===== src/rtl/pixop_pkg.sv =====
// Shared mode codes and FSM state encoding for the pixel stream operator.
package pixop_pkg;

    localparam logic [1:0] PIXOP_ADD    = 2'd0;
    localparam logic [1:0] PIXOP_SUB    = 2'd1;
    localparam logic [1:0] PIXOP_THRESH = 2'd2;
    localparam logic [1:0] PIXOP_INVERT = 2'd3;

    typedef enum logic {
        ST_IDLE   = 1'b0,
        ST_ACTIVE = 1'b1
    } pixop_state_e;

endpackage


===== src/rtl/pixel_lane_op.sv =====
// Combinational single-pixel operator: saturating add/sub, threshold, invert.
module pixel_lane_op
    import pixop_pkg::*;
#(
    parameter int unsigned PIX_W = 8
) (
    input  logic [PIX_W-1:0] p,
    input  logic [1:0]       mode,
    input  logic [PIX_W-1:0] threshold,
    input  logic [PIX_W-1:0] value,
    output logic [PIX_W-1:0] result,
    output logic             sat
);

    localparam logic [PIX_W-1:0] PMAX = '1;

    logic        [PIX_W:0] sum;
    logic signed [PIX_W:0] diff;

    // One extra bit on both paths so clamping is decided before any wrap.
    always_comb begin
        sum    = {1'b0, p} + {1'b0, value};
        diff   = $signed({1'b0, p}) - $signed({1'b0, value});
        result = '0;
        sat    = 1'b0;
        case (mode)
            PIXOP_ADD: begin
                if (sum[PIX_W]) begin
                    result = PMAX;
                    sat    = 1'b1;
                end else begin
                    result = sum[PIX_W-1:0];
                end
            end
            PIXOP_SUB: begin
                if (diff < 0) begin
                    result = '0;
                    sat    = 1'b1;
                end else begin
                    result = diff[PIX_W-1:0];
                end
            end
            PIXOP_THRESH: result = (p >= threshold) ? PMAX : '0;
            default:      result = PMAX - p;
        endcase
    end

endmodule


===== src/rtl/pixel_stream_operator.sv =====
// Two-stage valid/ready pixel operator with per-frame config latch and eof tagging.
// Optional saturation statistics enabled by defining PIXOP_SAT_STATS_EN.
module pixel_stream_operator
    import pixop_pkg::*;
#(
    parameter int unsigned PIX_W     = 8,
    parameter int unsigned LANES     = 1,
    parameter int unsigned FRAME_PIX = 102400
) (
    input  logic                              clk,
    input  logic                              rst_n,
    input  logic [1:0]                        cfg_mode,
    input  logic [PIX_W-1:0]                  cfg_threshold,
    input  logic [PIX_W-1:0]                  cfg_value,
    input  logic                              in_valid,
    output logic                              in_ready,
    input  logic [LANES*PIX_W-1:0]            in_data,
    output logic                              out_valid,
    input  logic                              out_ready,
    output logic [LANES*PIX_W-1:0]            out_data,
    output logic                              out_eof,
    output logic                              busy,
    output logic [$clog2(FRAME_PIX+1)-1:0]    frame_sat
);

    localparam int unsigned BEATS  = FRAME_PIX / LANES;
    localparam int unsigned CNT_W  = $clog2(BEATS + 1);
    localparam int unsigned SAT_W  = $clog2(FRAME_PIX + 1);
    localparam int unsigned DATA_W = LANES * PIX_W;

    pixop_state_e      state, state_d;
    logic [CNT_W-1:0]  cnt, cnt_d;
    logic              eof_tag, cfg_load;
    logic              accept, s1_move, s2_move;

    logic [1:0]        cfg_mode_q;
    logic [PIX_W-1:0]  cfg_thr_q, cfg_val_q;

    logic              s1_valid, s1_eof;
    logic [DATA_W-1:0] s1_data;
    logic [1:0]        s1_mode;
    logic [PIX_W-1:0]  s1_thr, s1_val;
    logic              s2_valid;

    logic [DATA_W-1:0] lane_res;
    logic [LANES-1:0]  lane_sat;

    // Stage 2 frees when empty or draining; stage 1 frees when empty or passing down.
    always_comb begin
        s2_move  = ~s2_valid | out_ready;
        s1_move  = ~s1_valid | s2_move;
        in_ready = s1_move;
        accept   = in_valid & s1_move;
    end

    always_comb begin
        state_d  = state;
        cnt_d    = cnt;
        eof_tag  = 1'b0;
        cfg_load = 1'b0;
        case (state)
            ST_IDLE: begin
                if (accept) begin
                    cfg_load = 1'b1;
                    if (BEATS == 1) begin
                        eof_tag = 1'b1;
                        cnt_d   = '0;
                    end else begin
                        state_d = ST_ACTIVE;
                        cnt_d   = CNT_W'(1);
                    end
                end
            end
            ST_ACTIVE: begin
                if (accept) begin
                    if (cnt == CNT_W'(BEATS - 1)) begin
                        eof_tag = 1'b1;
                        cnt_d   = '0;
                        state_d = ST_IDLE;
                    end else begin
                        cnt_d = cnt + CNT_W'(1);
                    end
                end
            end
            default: state_d = ST_IDLE;
        endcase
    end

    always_ff @(posedge clk or negedge rst_n) begin
        if (!rst_n) begin
            state      <= ST_IDLE;
            cnt        <= '0;
            cfg_mode_q <= '0;
            cfg_thr_q  <= '0;
            cfg_val_q  <= '0;
        end else begin
            state <= state_d;
            cnt   <= cnt_d;
            if (cfg_load) begin
                cfg_mode_q <= cfg_mode;
                cfg_thr_q  <= cfg_threshold;
                cfg_val_q  <= cfg_value;
            end
        end
    end

    // Each beat carries its own config so back-to-back frames never mix modes.
    always_ff @(posedge clk or negedge rst_n) begin
        if (!rst_n) begin
            s1_valid <= 1'b0;
            s1_data  <= '0;
            s1_eof   <= 1'b0;
            s1_mode  <= '0;
            s1_thr   <= '0;
            s1_val   <= '0;
            s2_valid <= 1'b0;
            out_data <= '0;
            out_eof  <= 1'b0;
        end else begin
            if (s1_move) begin
                s1_valid <= accept;
                if (accept) begin
                    s1_data <= in_data;
                    s1_eof  <= eof_tag;
                    s1_mode <= cfg_load ? cfg_mode      : cfg_mode_q;
                    s1_thr  <= cfg_load ? cfg_threshold : cfg_thr_q;
                    s1_val  <= cfg_load ? cfg_value     : cfg_val_q;
                end
            end
            if (s2_move) begin
                s2_valid <= s1_valid;
                if (s1_valid) begin
                    out_data <= lane_res;
                    out_eof  <= s1_eof;
                end
            end
        end
    end

    for (genvar i = 0; i < LANES; i++) begin : g_lane
        pixel_lane_op #(.PIX_W(PIX_W)) u_op (
            .p         (s1_data[i*PIX_W +: PIX_W]),
            .mode      (s1_mode),
            .threshold (s1_thr),
            .value     (s1_val),
            .result    (lane_res[i*PIX_W +: PIX_W]),
            .sat       (lane_sat[i])
        );
    end

    assign out_valid = s2_valid;
    assign busy      = (state == ST_ACTIVE);

`ifdef PIXOP_SAT_STATS_EN
    localparam int unsigned LCNT_W = $clog2(LANES + 1);

    logic [LCNT_W-1:0] beat_sat, s2_sat;
    logic [SAT_W-1:0]  sat_acc, frame_sat_q;

    always_comb begin
        beat_sat = '0;
        for (int unsigned i = 0; i < LANES; i++) begin
            beat_sat = beat_sat + LCNT_W'(lane_sat[i]);
        end
    end

    // Per-beat count rides in stage 2; frame total published with the eof beat.
    always_ff @(posedge clk or negedge rst_n) begin
        if (!rst_n) begin
            s2_sat      <= '0;
            sat_acc     <= '0;
            frame_sat_q <= '0;
        end else begin
            if (s2_move && s1_valid) begin
                s2_sat <= beat_sat;
            end
            if (s2_valid && out_ready) begin
                if (out_eof) begin
                    frame_sat_q <= sat_acc + SAT_W'(s2_sat);
                    sat_acc     <= '0;
                end else begin
                    sat_acc <= sat_acc + SAT_W'(s2_sat);
                end
            end
        end
    end

    assign frame_sat = frame_sat_q;
`else
    logic unused_sat;
    assign unused_sat = ^lane_sat;
    assign frame_sat  = '0;
`endif

endmodule


===== config.mk =====
export PLATFORM = sky130hd
export DESIGN_NAME = pixel_stream_operator
export DESIGN_NICKNAME = d
export VERILOG_FILES = /design/src/rtl/pixop_pkg.sv /design/src/rtl/pixel_lane_op.sv /design/src/rtl/pixel_stream_operator.sv
export SDC_FILE = /design/constraint.sdc
export NUM_CORES = 1
export LEC_CHECK = 0
export BUFFER_PORTS_ARGS = -buffer_cell sky130_fd_sc_hd__buf_2
export CAP_MARGIN = 15
export CORE_ASPECT_RATIO = 1.1
export CORE_UTILIZATION = 53
export CTS_CLUSTER_DIAMETER = 100
export DETAILED_ROUTE_END_ITERATION = 8
export PLACE_DENSITY = 0.74
export SKIP_LAST_GASP = 1
export SLEW_MARGIN = 30
export SYNTH_ARGS = -nofsm -noshare
export SYNTH_HDL_FRONTEND = slang
export SYNTH_SLANG_ARGS = --single-unit

===== constraint.sdc =====
create_clock -name clk -period 2.29 [get_ports clk]
set_clock_uncertainty 0.05 [all_clocks]
set_input_delay 0.5725 -clock clk [delete_from_list [all_inputs] [get_ports clk]]
set_output_delay 0.5725 -clock clk [all_outputs]
set_load 0.05 [all_outputs]

==> run_results.csv <==
group,metric,value,unit
status,status,"complete, but fails checks",
status,violations,"setup timing",
setup_path,end_kind,"flop",
synthesis,synth_cells,459,
finish,final_cells,660,
synthesis,muxShareOfSynthArea,0.09773,
route,drtIter0Drc,167,
finish,nets,605,
finish,area_delta_synth_final,22.15,%
run,maxCapViolations,0,
global_routing,antenna_found_initial,0,
synthesis,ys_seq_area_frac,0.4144,
synthesis,synthDistinctLibCells,66,
synthesis,netlist_area,0.004468,mm²
synthesis,synthAdderAreaFrac,0.08177,
global_routing,grt_pass1_vias,3583,
finish,final_cell_mix,"dfrtp_1 (71), buf_4 (57), nand2_1 (56)",
synthesis,synth-compound-area-share,0.1423,
pwr,power.density,867.7,mW/mm²
floorplanning,initial_utilization,0.5557,
finish,drive_gt1_frac,0.3134,
timing,setup_ws,-0.008484,ns
setup_path,cp.required,2.47,ns
cts,cts_buffer_depth,2,
setup_path,path_cells,"ha_2 > fa_2 > nand2b_1 > a211oi_4 > o31ai_2 > mux2i_1 > a221o_1 > a22o_1",
setup_path,reg2regPathDepth,8,
synthesis,yosys.area_share.simple,0.1593,
timing,min_period_over_period,1.004,
route,drc_errors,0,
timing,finalCriticalPeriod,2.298,ns
timing,rsz0062_at_grt,"true",
global_routing,grt_first_pass_wirelength,16820,µm
route,postRouteAntennaNets,0,
timing,timing.hold.ws,0.1357,ns
pwr,irDropWorstVdd,0.4309,mV
setup_path,regToRegSetupSlack,-0.008,ns
pwr,power_frac_seq,0.365,
floorplanning,rows,34,
timing,worst-slew-pin-transition,0.6281,ns
timing,max_freq,0.4351,GHz
global_routing,grt.overflow.total,0,
route,via_count,3590,
placed_design,dp.final_hpwl,7456,µm
global_routing,grt_max_degree,42,
pwr,p_leak,0.002742,µW
global_routing,grt_usage,0.2497,
setup_path,r2r-start,"s1_val[0]$_DFFE_PN0P_",
timing,setup_tns,-0.008484,ns
synthesis,synth_top_family_by_area,"simple AND/OR/NAND/NOR gates",
floorplanning,core,0.008040,mm²
timing,relSlewSlack,0.5813,
placed_design,placed_cells,633,
setup_path,crit_type,"flop to flop",
setup_path,crit_arrival,2.48,ns
synthesis,synth_edf_count,0,
synthesis,synth_xor_area_frac,0.03332,
pwr,switching_power,1797,µW
route,wirelength,10180,µm
pwr,comb_power_share,0.407,
pwr,swShare,0.3795,
route,avgRoutedWirePerCell,15.42,µm
cts,cts_tree,"done",
placed_design,pre_cts_slack,-0.07161,ns
setup_path,slowest_delay,0.43,ns
setup_path,crit_slowest_cell,"dfrtp_1",
cts,root_buffer,"clkbuf_8",
placed_design,gp_congestion,0.8513,
timing,setup_viol,1,
timing,final_max_slew_viol_count,0,
floorplanning,die_y,98.30,µm
synthesis,ys_seq_elements,74,
synthesis,avgSynthCellArea,9.734,µm²
cts,clkTransAtPathRegs,0.08,ns
placed_design,port-buffer-count,41,
floorplanning,io_pins,59,
setup_path,startpoint_type,"flop",
cts,clk_latency,0.34,ns
pwr,clkPwrFrac,0.228,
hold_path,hold_class,"input pin to asynchronous set/reset pin",
finish,n_antenna_cell,0,
synthesis,synth_flop_cell,"dfrtp_1",
cts,htreeDepth,3,
cts,cts_sinks,74,
finish,final_common_cell,"dfrtp_1",
floorplanning,die-area,0.008802,mm²
route,dr.pass1.iters,5,
pwr,cellInternalPower,2938,µW
setup_path,r2r_end,"out_data[6]$_DFFE_PN0P_",
timing,final_hold_viol_count,0,
cts,numCtsBuffers,9,
finish,final_core_util,0.6788,
synthesis,synthArstFlopShare,1.000,
floorplanning,die-width,89.55,µm
setup_path,path_max_fanout,4,
route,viasPerCell,5.439,
synthesis,yosys_warnings,0,
[cells in the mapped netlist (all sizes together), types with 6 or more instances]
cell | number | area, µm²
dfrtp | 74 | 1852
nand2 | 57 | 216.5
o21ai | 32 | 163.9
nor2 | 28 | 105.1
ha | 26 | 325.3
inv | 25 | 93.84
buf | 24 | 170.2
mux2 | 21 | 236.5
mux2i | 20 | 200.2
a21oi | 18 | 93.84
xor2 | 14 | 122.6
clkbuf | 13 | 50.04
nand3 | 11 | 55.05
nand2b | 10 | 62.56
nor3 | 9 | 45.04
a31oi | 6 | 37.54
nand4 | 6 | 37.54
nor2b | 6 | 40.04
[logic make-up after synthesis]
logic type,count (synthesis)
mux,41
other cells,1
fa+ha+maj,28
simple gates,145
flops,74
buf+inv,62
compound gates,91
xor+xnor,17
[registers in the layout, indices dropped and copies added (netlist names)]
name,flops
cnt,17
cfg_thr_q,8
cfg_val_q,8
out_data,8
s1_data,8
s1_thr,8
s1_val,8
cfg_mode_q,2
s1_mode,2
busy,1
out_eof,1
out_valid,1
s1_eof,1
s1_valid,1
[layer usage]
metal	up-vias	GRT usage	wire length, µm
li1	1742	-	-
met4	0	0.06960	104
met5	-	0	0
met2	81	0.4114	5164
met1	1755	0.3363	4579
met3	12	0.04227	332
[metrics by stage]
step           cell area [µm²]  total power [µW]
5_1_grt                   5458              5017
3_5_place_dp              5055              3509
2_1_floorplan             4594              2941
3_3_place_gp              5055              3458
6_report                  5458              4735
4_1_cts                   5323              4638
[final cells by class]
class,count,area (µm²)
Clock inverter,5,60.06
Multi-Input combinational cell,339,2514
Clock buffer,11,151.4
Fill cell,626,2582
Timing Repair Buffer,98,648.1
Tap cell,108,135.1
Inverter,25,93.84
Sequential cell,74,1856
[what timing repair did]
item	4_1_cts	5_1_grt
setup endpoints to repair	7	22
pin swaps	2	8
endpoints found under the hold margin	0	0
setup buffers	3	8
gates resized for setup	8	15
hold buffers	0	0
[worst max-delay path, delay by kind of cell, from the launching register on]
family | cells | cell delay, ns
fa+ha+maj | 2 | 0.56
mux | 1 | 0.11
compound gates | 4 | 0.90
simple gates | 1 | 0.14
flops | 1 | 0.43
[how the worst max path moves through the flow]
stage	startpoint	endpoint	slack [ns]	cells past startpoint
floorplan	out_ready	cfg_mode_q[0]$_DFF_PN0_	-0.07	7
global placement	s1_val[7]$_DFFE_PN0P_	out_data[5]$_DFFE_PN0P_	-0.06	8
detailed placement	s1_data[0]$_DFFE_PN0P_	out_data[5]$_DFFE_PN0P_	-0.07	9
CTS	s1_data[0]$_DFFE_PN0P_	out_data[6]$_DFFE_PN0P_	-0.02	10
global route	s1_data[6]$_DFFE_PN0P_	out_data[4]$_DFFE_PN0P_	-0.10	9
finish	s1_val[0]$_DFFE_PN0P_	out_data[6]$_DFFE_PN0P_	-0.008	8
[power by group through the flow]
stage	clock [µW]	sequential, µW	combinational (µW)
2_1_floorplan	0	1910	1030
3_3_place_gp	0	1730	1730
3_5_place_dp	0	1760	1750
4_1_cts	1090	1730	1810
5_1_grt	1150	1770	2100
6_report	1080	1730	1930
(Power assumes the default switching activity.)
